`config.mk`:
```
export PLATFORM = sky130hd
export DESIGN_NAME = mdu_sequencer_flat
export DESIGN_NICKNAME = d
export VERILOG_FILES = /design/src/rtl/mdu_sequencer_if.sv /design/src/rtl/mdu_sequencer.sv /design/src/flat_wrapper.sv
export SDC_FILE = /design/constraint.sdc
export NUM_CORES = 1
export LEC_CHECK = 0
export ABC_CLOCK_PERIOD_IN_PS = 6700
export CORE_MARGIN = 2
export CORE_UTILIZATION = 60
export DETAILED_ROUTE_END_ITERATION = 7
export GPL_ROUTABILITY_DRIVEN = 1
export GPL_TIMING_DRIVEN = 0
export PLACE_DENSITY = 0.8
export SLEW_MARGIN = 0
export SYNTH_ARGS = -nofsm -noshare
export SYNTH_HDL_FRONTEND = slang
export SYNTH_SLANG_ARGS = --single-unit
export TNS_END_PERCENT = 20
```
`constraint.sdc`:
```
create_clock -name clk -period 6.7 [get_ports clk]
set_input_delay 1.675 -clock clk [delete_from_list [all_inputs] [get_ports clk]]
set_output_delay 1.675 -clock clk [all_outputs]
set_load 0.05 [all_outputs]
```
`src/rtl/mdu_sequencer_if.sv`:
```
// Start/busy/done handshake bundle between the EX stage and the multiply/divide unit.
interface mdu_sequencer_if #(
    parameter int unsigned XLEN = 32
);
    logic            start;
    logic [2:0]      op;
    logic [XLEN-1:0] src1;
    logic [XLEN-1:0] src2;
    logic            flush;
    logic            busy;
    logic            done;
    logic [XLEN-1:0] result;

    modport master (
        output start, op, src1, src2, flush,
        input  busy, done, result
    );

    modport slave (
        input  start, op, src1, src2, flush,
        output busy, done, result
    );
endinterface

```
`src/rtl/mdu_sequencer.sv`:
```
// Iterative RV32M multiply/divide unit: shift-add multiply, restoring divide,
// RISC-V sign, divide-by-zero and overflow rules, one op in flight at a time.
module mdu_sequencer #(
    parameter int unsigned XLEN         = 32,
    parameter bit          FAST_SPECIAL = 1'b1
) (
    input logic           clk,
    input logic           rst,
    mdu_sequencer_if.slave mdu
);
    localparam int unsigned CW = $clog2(XLEN);

    typedef enum logic [1:0] {IDLE, CALC, FIX, DONE} state_t;

    state_t              state_q, state_d;
    logic [2:0]          op_q;
    logic                neg_q;
    logic                spec_q;
    logic [XLEN-1:0]     spec_val_q;
    logic [XLEN-1:0]     opnd_q;
    logic [2*XLEN-1:0]   prod_q;
    logic [CW-1:0]       cnt_q;
    logic [XLEN-1:0]     result_q;

    // Operand decode, evaluated on the live inputs at acceptance
    logic                is_div, s1_signed, s2_signed, sign1, sign2;
    logic [XLEN-1:0]     abs1, abs2;
    logic                div_zero, div_ovf, special, res_neg, accept;
    logic [XLEN-1:0]     spec_val;

    always_comb begin
        is_div    = mdu.op[2];
        s1_signed = (mdu.op == 3'd1) || (mdu.op == 3'd2) || (mdu.op == 3'd4) || (mdu.op == 3'd6);
        s2_signed = (mdu.op == 3'd1) || (mdu.op == 3'd4) || (mdu.op == 3'd6);
        sign1     = mdu.src1[XLEN-1] & s1_signed;
        sign2     = mdu.src2[XLEN-1] & s2_signed;
        abs1      = sign1 ? -mdu.src1 : mdu.src1;
        abs2      = sign2 ? -mdu.src2 : mdu.src2;
        div_zero  = is_div && (mdu.src2 == '0);
        div_ovf   = is_div && !mdu.op[0] && (mdu.src1 == {1'b1, {(XLEN-1){1'b0}}})
                    && (mdu.src2 == '1);
        special   = div_zero || div_ovf;
        if (div_zero)
            spec_val = mdu.op[1] ? mdu.src1 : '1;
        else
            spec_val = mdu.op[1] ? '0 : mdu.src1;
        res_neg   = (is_div && mdu.op[1]) ? sign1 : (sign1 ^ sign2);
        accept    = (state_q == IDLE) && mdu.start && !mdu.flush;
    end

    // One iteration of each algorithm on the shared 2*XLEN register
    logic [XLEN:0]       add_sum;
    logic [2*XLEN-1:0]   mul_next;
    logic [XLEN:0]       rem_sh, diff;
    logic                no_borrow;
    logic [2*XLEN-1:0]   div_next;

    always_comb begin
        add_sum   = {1'b0, prod_q[2*XLEN-1:XLEN]} + {1'b0, (prod_q[0] ? opnd_q : '0)};
        mul_next  = {add_sum, prod_q[XLEN-1:1]};
        rem_sh    = prod_q[2*XLEN-1:XLEN-1];
        diff      = rem_sh - {1'b0, opnd_q};
        no_borrow = !diff[XLEN];
        div_next  = {(no_borrow ? diff[XLEN-1:0] : rem_sh[XLEN-1:0]),
                     prod_q[XLEN-2:0], no_borrow};
    end

    // Product is negated as a whole; quotient/remainder are negated after word select
    logic [2*XLEN-1:0]   mul_full;
    logic [XLEN-1:0]     div_word, fix_val;

    always_comb begin
        mul_full = neg_q ? -prod_q : prod_q;
        div_word = op_q[1] ? prod_q[2*XLEN-1:XLEN] : prod_q[XLEN-1:0];
        if (spec_q)
            fix_val = spec_val_q;
        else if (op_q[2])
            fix_val = neg_q ? -div_word : div_word;
        else if (op_q[1:0] == 2'b00)
            fix_val = mul_full[XLEN-1:0];
        else
            fix_val = mul_full[2*XLEN-1:XLEN];
    end

    always_ff @(posedge clk) begin
        if (rst)
            state_q <= IDLE;
        else
            state_q <= state_d;
    end

    always_comb begin
        state_d  = state_q;
        mdu.busy = 1'b0;
        mdu.done = 1'b0;
        case (state_q)
            IDLE: if (accept) state_d = (special && FAST_SPECIAL) ? DONE : CALC;
            CALC: begin
                mdu.busy = 1'b1;
                if (cnt_q == CW'(XLEN - 1)) state_d = FIX;
            end
            FIX: begin
                mdu.busy = 1'b1;
                state_d  = DONE;
            end
            DONE: begin
                mdu.done = 1'b1;
                state_d  = IDLE;
            end
            default: state_d = IDLE;
        endcase
        if (mdu.flush) state_d = IDLE;
    end

    always_ff @(posedge clk) begin
        if (rst) begin
            op_q       <= '0;
            neg_q      <= 1'b0;
            spec_q     <= 1'b0;
            spec_val_q <= '0;
            opnd_q     <= '0;
            prod_q     <= '0;
            cnt_q      <= '0;
            result_q   <= '0;
        end else if (accept) begin
            op_q       <= mdu.op;
            neg_q      <= res_neg;
            spec_q     <= special;
            spec_val_q <= spec_val;
            cnt_q      <= '0;
            opnd_q     <= is_div ? abs2 : abs1;
            prod_q     <= {{XLEN{1'b0}}, (is_div ? abs1 : abs2)};
            if (special && FAST_SPECIAL) result_q <= spec_val;
        end else if (!mdu.flush) begin
            if (state_q == CALC) begin
                prod_q <= op_q[2] ? div_next : mul_next;
                cnt_q  <= cnt_q + CW'(1);
            end else if (state_q == FIX) begin
                result_q <= fix_val;
            end
        end
    end

    assign mdu.result = result_q;
endmodule

```
`src/flat_wrapper.sv`:
```
// flat-port wrapper written by rule: the top's interface ports become plain ports
module mdu_sequencer_flat 
#(
    parameter int unsigned XLEN         = 32,
    parameter bit          FAST_SPECIAL = 1'b1
)
  (clk, rst, mdu_start, mdu_op, mdu_src1, mdu_src2, mdu_flush, mdu_busy, mdu_done, mdu_result);
  mdu_sequencer_if #(.XLEN(XLEN)) mdu_i ();
  input logic clk;
  input logic rst;
  input wire logic [$bits(mdu_i.start)-1:0] mdu_start;
  input wire logic [$bits(mdu_i.op)-1:0] mdu_op;
  input wire logic [$bits(mdu_i.src1)-1:0] mdu_src1;
  input wire logic [$bits(mdu_i.src2)-1:0] mdu_src2;
  input wire logic [$bits(mdu_i.flush)-1:0] mdu_flush;
  output wire logic [$bits(mdu_i.busy)-1:0] mdu_busy;
  output wire logic [$bits(mdu_i.done)-1:0] mdu_done;
  output wire logic [$bits(mdu_i.result)-1:0] mdu_result;
  assign mdu_i.start = mdu_start;
  assign mdu_i.op = mdu_op;
  assign mdu_i.src1 = mdu_src1;
  assign mdu_i.src2 = mdu_src2;
  assign mdu_i.flush = mdu_flush;
  assign mdu_busy = mdu_i.busy;
  assign mdu_done = mdu_i.done;
  assign mdu_result = mdu_i.result;
  mdu_sequencer #(.XLEN(XLEN), .FAST_SPECIAL(FAST_SPECIAL)) u_core (.clk(clk), .rst(rst), .mdu(mdu_i));
endmodule
```
==> out/results.ini, run 1 <==
[status]
outcome = complete, but fails checks
violations = DRC

[logic_synthesis]
yosysMostFrequentCell = nand2_1
syn-num-nets = 2543
synth_flop_cell = dfxtp_1
synth_warnings = 0
synth_commonest_cells = nand2_1, nor2_1, a21oi_1
synth-adder-area-share_pct = 7.32
syn_inst = 2394
synth-seq-cells = 172
yosys.area.top_type = dfxtp_1
ys_types = 83
synth-xor-area-share_pct = 10.1
muxShareOfSynthArea_pct = 5.45
synth_top_family_by_area = compound AO/OA/AOI/OAI gates
yosys.area.top_type_share_pct = 20.3
synth_compound_area_share_pct = 28.2
syn_avg_cell_area_um2 = 7.08
synth_area_mm2 = 0.0170
yosys-top-cells-area = dfxtp_1, a21oi_1, nand2_1
synth_edf_count = 0
seq_area_frac_synth_pct = 20.3
async_flop_share_pct = 0
synthSimpleGateAreaFrac_pct = 22.4

[clocking]
path_clk_slew_ps = 90
hold_buffers = 0
postCtsSetupBuffers = 0
clock-root-buffer = clkbuf_16
cts.path.max_buffers = 2
cts_resized = 0
tritoncts = built
cts_made_buffers = 17
cts_max_level = 4
clock-sinks = 172
insertion_delay_ps = 470

[sta]
hold_viol = 0
tns_ps = 0
fmax_mhz = 163
hold_slack_ps = 457
setup_viol = 0
relSlewSlack_pct = 7.15
tightest_slew_ps = 1390
period_needed_ps = 6130
setup_ws_ps = 567
rsz0062_at_grt = no
drv_slew = 0
fin_crit_sh_pct = 91.5
fin_skew_ps = 34.4

[power_and_ir_drop]
ir_drop_v = 0.000188
fin_total_pwr_uw = 3500
p_per_area_mw_per_mm2 = 184
leakagePower_uw = 0.00695

[drt]
vias_per_cell = 7.17
postRouteAntennaNets = 0
finalWirelength_mm = 75.6
drcViolationCount = 8
wl_per_cell_um = 26.1
via_count = 20800
drt_first_pass_iters = 8
drt_iter0_drc = 3642

[placement]
place.detailed.hpwl_mm = 59.0
gp_congestion = 1.10
port_buffers = 98
place_ws_ps = 897

[run]
maxCapViolations = 0

[die]
dieArea_mm2 = 0.0296
core-area_mm2 = 0.0278
rows = 61
io_pins = 105
die_w_um = 172
start_util_pct = 61.0
fp.dieH_um = 172

[worst_setup_path]
crit_type = flop to flop
worstPathCellList = buf_2 > buf_2 > buf_2 > buf_1 > buf_1 > buf_1 > mux2i_1 > ha_1 > o221ai_1 > or3_1 > clkbuf_1 > or3_1 > o31ai_1 > xor2_1 > a21oi_1 > o211a_1 > nor3_1
endpoint_kind = flop
crit_path_start_kind = flop
cp.arrival_ps = 6510
slowest_stage = buf_1
path_max_fanout = 10
slowest_delay_ps = 730
required_ps = 7080

[grt]
grt_pass1_vias = 18700
grt_start_max_net_pins = 21
grt_usage_pct = 49.9
antenna_found_initial = 1
grt_pass1_wl_mm = 111
grt_overflow = 0

[hold_path]
worstHoldPathType = flop to flop

[final_layout]
drive_gt1_share_pct = 3.57
nets = 2660
fillCellCount = 2478
area_delta_synth_final_pct = 12.2
diodes = 0

## layout make-up
cell class / instances / area, um2 / area share, %
flip-flops and latches: 172 / 3440 / 18.1
inverters: 72 / 270 / 1.42
plain buffers: 200 / 790 / 4.15
clock inverters: 15 / 188 / 0.987
well taps: 378 / 473 / 2.49
clock buffers: 17 / 425 / 2.24
repair buffers: 98 / 981 / 5.16
multi-input cells: 1950 / 12500 / 65.5
## registers in the layout, indices dropped and copies added, names as in the netlist
signal	cells
u_core.spec_q	1
u_core.state_q	2
u_core.spec_val_q	32
u_core.cnt_q	5
u_core.opnd_q	32
u_core.op_q	3
u_core.prod_q	64
u_core.mdu.result	32
u_core.neg_q	1
## cells in the final DEF, fill, tap and decap left out, types with 18 or more instances in the layout
cell type / count
a21o_1: 23
maj3_1: 25
dfxtp_1: 172
nand2_1: 262
a311oi_1: 18
clkdlybuf4s50_1: 98
nand4_1: 28
mux2i_1: 80
nor3_1: 71
nor2_1: 249
ha_1: 76
o211ai_1: 66
o31ai_1: 41
or3_1: 22
or4_1: 27
a21oi_1: 242
inv_1: 69
xor2_1: 98
xnor2_1: 97
o21ai_0: 148
nand3_1: 38
a31oi_1: 32
a211oi_1: 36
clkbuf_1: 172
## per-layer routing
metal	part of all wire, %	track usage, %
met1	37	63.0
met2	40	72.1
met3	15	17.7
met4	7.7	31.1
met5	0.098	2.09
## worst max-delay path, delay by kind of cell (launching register included)
kind,cells,cell delay (ps)
AO/OA/AOI/OAI,4,750
adder cells (fa/ha/maj),1,220
XOR/XNOR,1,260
buffers and inverters,7,3110
multiplexers,1,270
AND/OR/NAND/NOR,3,1040
flip-flops,1,420
## report_power, final
part,internal (uW),leakage [uW],total (uW),switching (uW)
combinational,435,0.00526,1310,880
clock,511,0.000295,1080,567
sequential,1060,0.00140,1100,39.7
## cell families (layout without fill, tap and decap cells)
family	Yosys count	count (layout)
simple gates	814	814
compound gates	747	747
buf+inv	272	402
xor+xnor	195	195
flops	172	172
fa+ha+maj	103	103
mux	91	91
## stage by stage
stage / area, um2 / instances / utilization [%]
finish: 19000 / 2902 / 68.5
global route: 19000 / 2902 / 68.5
CTS: 19000 / 2902 / 68.5
detailed placement: 18400 / 2870 / 66.3
global placement: 18400 / 2870 / 66.3
floorplan: 17000 / 2394 / -
## path summary, 6_finish.rpt
| path | startpoint | endpoint | slack, ps | depth (start not counted) |
|---|---|---|---|---|
| worst max-delay path | u_core.op_q[1]$_SDFFE_PP0P_ | u_core.mdu.result[30]$_SDFFE_PP0P_ | 570 | 17 |
| worst min-delay path | u_core.spec_val_q[28]$_SDFFE_PP0P_ | u_core.spec_val_q[28]$_SDFFE_PP0P_ | 460 | 2 |
| worst max register to register | u_core.op_q[1]$_SDFFE_PP0P_ | u_core.mdu.result[30]$_SDFFE_PP0P_ | 570 | 17 |
| worst min register to register | u_core.spec_val_q[28]$_SDFFE_PP0P_ | u_core.spec_val_q[28]$_SDFFE_PP0P_ | 460 | 2 |
Power figures use the tool's default switching activity.
==> run 2: changes to the inputs <==
--- a/config.mk
+++ b/config.mk
@@ -13,3 +13,3 @@
 export GPL_TIMING_DRIVEN = 0
-export PLACE_DENSITY = 0.8
+export PLACE_DENSITY_LB_ADDON = 0.15
 export SLEW_MARGIN = 0
--- a/constraint.sdc
+++ b/constraint.sdc
@@ -3,2 +3,2 @@
 set_output_delay 1.675 -clock clk [all_outputs]
-set_load 0.05 [all_outputs]
+set_load 0.01 [all_outputs]
==> run 2 against run 1 <==
  * The flow still finishes with violations (DRC)
  * Critical path depth is the same
  * Maximum frequency grew 1.9%
  * Combinational power is essentially flat
  * Clock skew shrank 17 ps
  * Register-to-register slack gained 110 ps
  * Sequential cell count is the same
  * Critical endpoint unchanged
  * Utilization shrank 0.10 points
  * Worst hold slack lost 3.8 ps
  * Clock-buffer cell count grew 3
  * Sequential power is essentially flat
==> out/results.ini, run 2 (same netlist as run 1, synthesis figures left out) <==
[status]
outcome = complete, but fails checks
violations = DRC

[worst_setup_path]
worstPathCellList = buf_2 > buf_2 > buf_2 > buf_1 > buf_1 > buf_1 > mux2i_1 > ha_1 > o221ai_1 > or3_1 > clkbuf_1 > or3_1 > o31ai_1 > xor2_1 > a21oi_1 > o211a_1 > nor3_1
path_max_fanout = 10  ; unchanged
slowest_delay_ps = 680  ; -50 ps
path_buf_inv = 7  ; unchanged
cp.arrival_ps = 6410  ; -100 ps
crit_type = flop to flop
path_delay_family = buffers and inverters
slowest_stage = buf_1
required_ps = 7090  ; about the same
r2r_start = u_core.op_q[1]$_SDFFE_PP0P_
crit_path_start = u_core.op_q[1]$_SDFFE_PP0P_
crit_path_start_kind = flop
reg2reg_slack_ps = 680  ; +110 ps
endpoint_kind = flop

[clocking]
tritoncts = built
clock-sinks = 172  ; unchanged
clock-root-buffer = clkbuf_16
cts_resized = 0  ; unchanged
hold_buffers = 0  ; unchanged
insertion_delay_ps = 460  ; about the same
cts_made_buffers = 17  ; unchanged
cts.path.max_buffers = 2  ; unchanged
cts_max_level = 4  ; unchanged
postCtsSetupBuffers = 0  ; unchanged
path_clk_slew_ps = 80  ; about the same

[die]
core-area_mm2 = 0.0278  ; unchanged
fp.dieH_um = 172  ; unchanged
rows = 61  ; unchanged
die_w_um = 172  ; unchanged
dieArea_mm2 = 0.0296  ; unchanged
start_util_pct = 61.0  ; unchanged
io_pins = 105  ; unchanged

[sta]
fin_crit_sh_pct = 89.8  ; -1.7 points
tightest_slew_ps = 1220  ; -163 ps
relSlewSlack_pct = 17.6  ; +10 points
fin_skew_ps = 17.9  ; -16.5 ps
hold_viol = 0  ; unchanged
tns_ps = 0  ; unchanged
setup_viol = 0  ; unchanged
drv_slew = 0  ; unchanged
rsz0062_at_grt = no
period_needed_ps = 6020  ; -114 ps
fmax_mhz = 166  ; +1.9%

[final_layout]
seq_area_mm2 = 0.00344  ; unchanged
most-common-layout-cells = nand2_1, nor2_1, a21oi_1
nets = 2660  ; unchanged
area_delta_synth_final_pct = 12.0
multi_input_area_mm2 = 0.0125  ; unchanged
final_common_cell = nand2_1
regMostFlops = u_core.prod_q
diodes = 0  ; unchanged
fillCellCount = 2489  ; +0.44%
drive_gt1_share_pct = 3.49  ; -0.079 points
largest_reg_flops = 64  ; unchanged

[drt]
vias_per_cell = 7.05  ; -1.6%
wl_met1_mm = 27.6  ; -0.79%
wl_per_cell_um = 26.0  ; -0.22%
top_layer = met4
drcViolationCount = 2  ; -6
finalWirelength_mm = 75.4  ; -0.22%
wl_met2_mm = 30.9  ; +2.2%
via_count = 20500  ; -1.6%
drt_iter0_drc = 3451  ; -5.2%
postRouteAntennaNets = 0  ; unchanged
drt_first_pass_iters = 8  ; unchanged
dr_wl_met3_mm = 11.5  ; -1.0%

[placement]
gp_congestion = 1.13  ; +2.7%
place.detailed.hpwl_mm = 59.2  ; +0.29%
port_buffers = 98  ; unchanged

[grt]
grt_pass1_vias = 18500  ; -0.80%
grt_pass1_wl_mm = 110  ; -0.57%
grt_start_max_net_pins = 17  ; -19%
grt_usage_pct = 49.8  ; -0.090 points
antenna_found_initial = 1  ; unchanged
grt_overflow = 0  ; unchanged

[run]
maxCapViolations = 0  ; unchanged

[power_and_ir_drop]
p_per_area_mw_per_mm2 = 183  ; -0.20%
fin_total_pwr_uw = 3480  ; -0.35%
ir_drop_v = 0.000178  ; -5.5%
leakagePower_uw = 0.00693  ; -0.28%

[hold_path]
hp-start = u_core.spec_val_q[20]$_SDFFE_PP0P_
worstHoldPathType = flop to flop

-- run 2: per-layer routing --
metal	track usage, %	vias to the layer above
met1	62.1	9526
li1	-	8935
met4	30.4	0
met2	73.7	1633
met3	17.3	364
met5	0	-
-- run 2: final timing paths --
path | to | depth (start not counted)
setup / recovery | u_core.mdu.result[30]$_SDFFE_PP0P_ | 17
hold / removal | u_core.spec_val_q[20]$_SDFFE_PP0P_ | 2
setup reg to reg | u_core.mdu.result[30]$_SDFFE_PP0P_ | 17
hold reg to reg | u_core.spec_val_q[20]$_SDFFE_PP0P_ | 2
-- run 2: layout make-up --
class,instances,area share (%)
Timing Repair Buffer,98,5.16
Clock buffer,20,2.35
Inverter,72,1.42
Sequential cell,172,18.1
Tap cell,378,2.49
Clock inverter,12,0.725
Multi-Input combinational cell,1950,65.6
Buffer,200,4.16
-- run 2: per-stage QoR --
step / hold WS [ps] / worst slack, ps / std cells / area [um2] / util (%)
final: 453 / 681 / 2902 / 19000 / 68.4
after floorplan: 432 / 2200 / 2394 / 17000 / -
after detailed placement: 443 / 835 / 2870 / 18400 / 66.3
after global placement: 440 / 850 / 2870 / 18400 / 66.3
after global routing: 466 / 513 / 2902 / 19000 / 68.4
after CTS: 453 / 1010 / 2902 / 19000 / 68.4
-- run 2: where the power goes --
group	internal, uW	leakage, uW	switching (uW)
Combinational	435	0.00526	893
Clock	565	0.000275	488
Sequential	1060	0.00140	40.6
Total	2060	0.00693	1420
-- run 2: worst min-delay path, stage by stage (launching register included) --
cell and delay [ps]:
dfxtp_1 310, nand2_1 50, a21oi_1 50
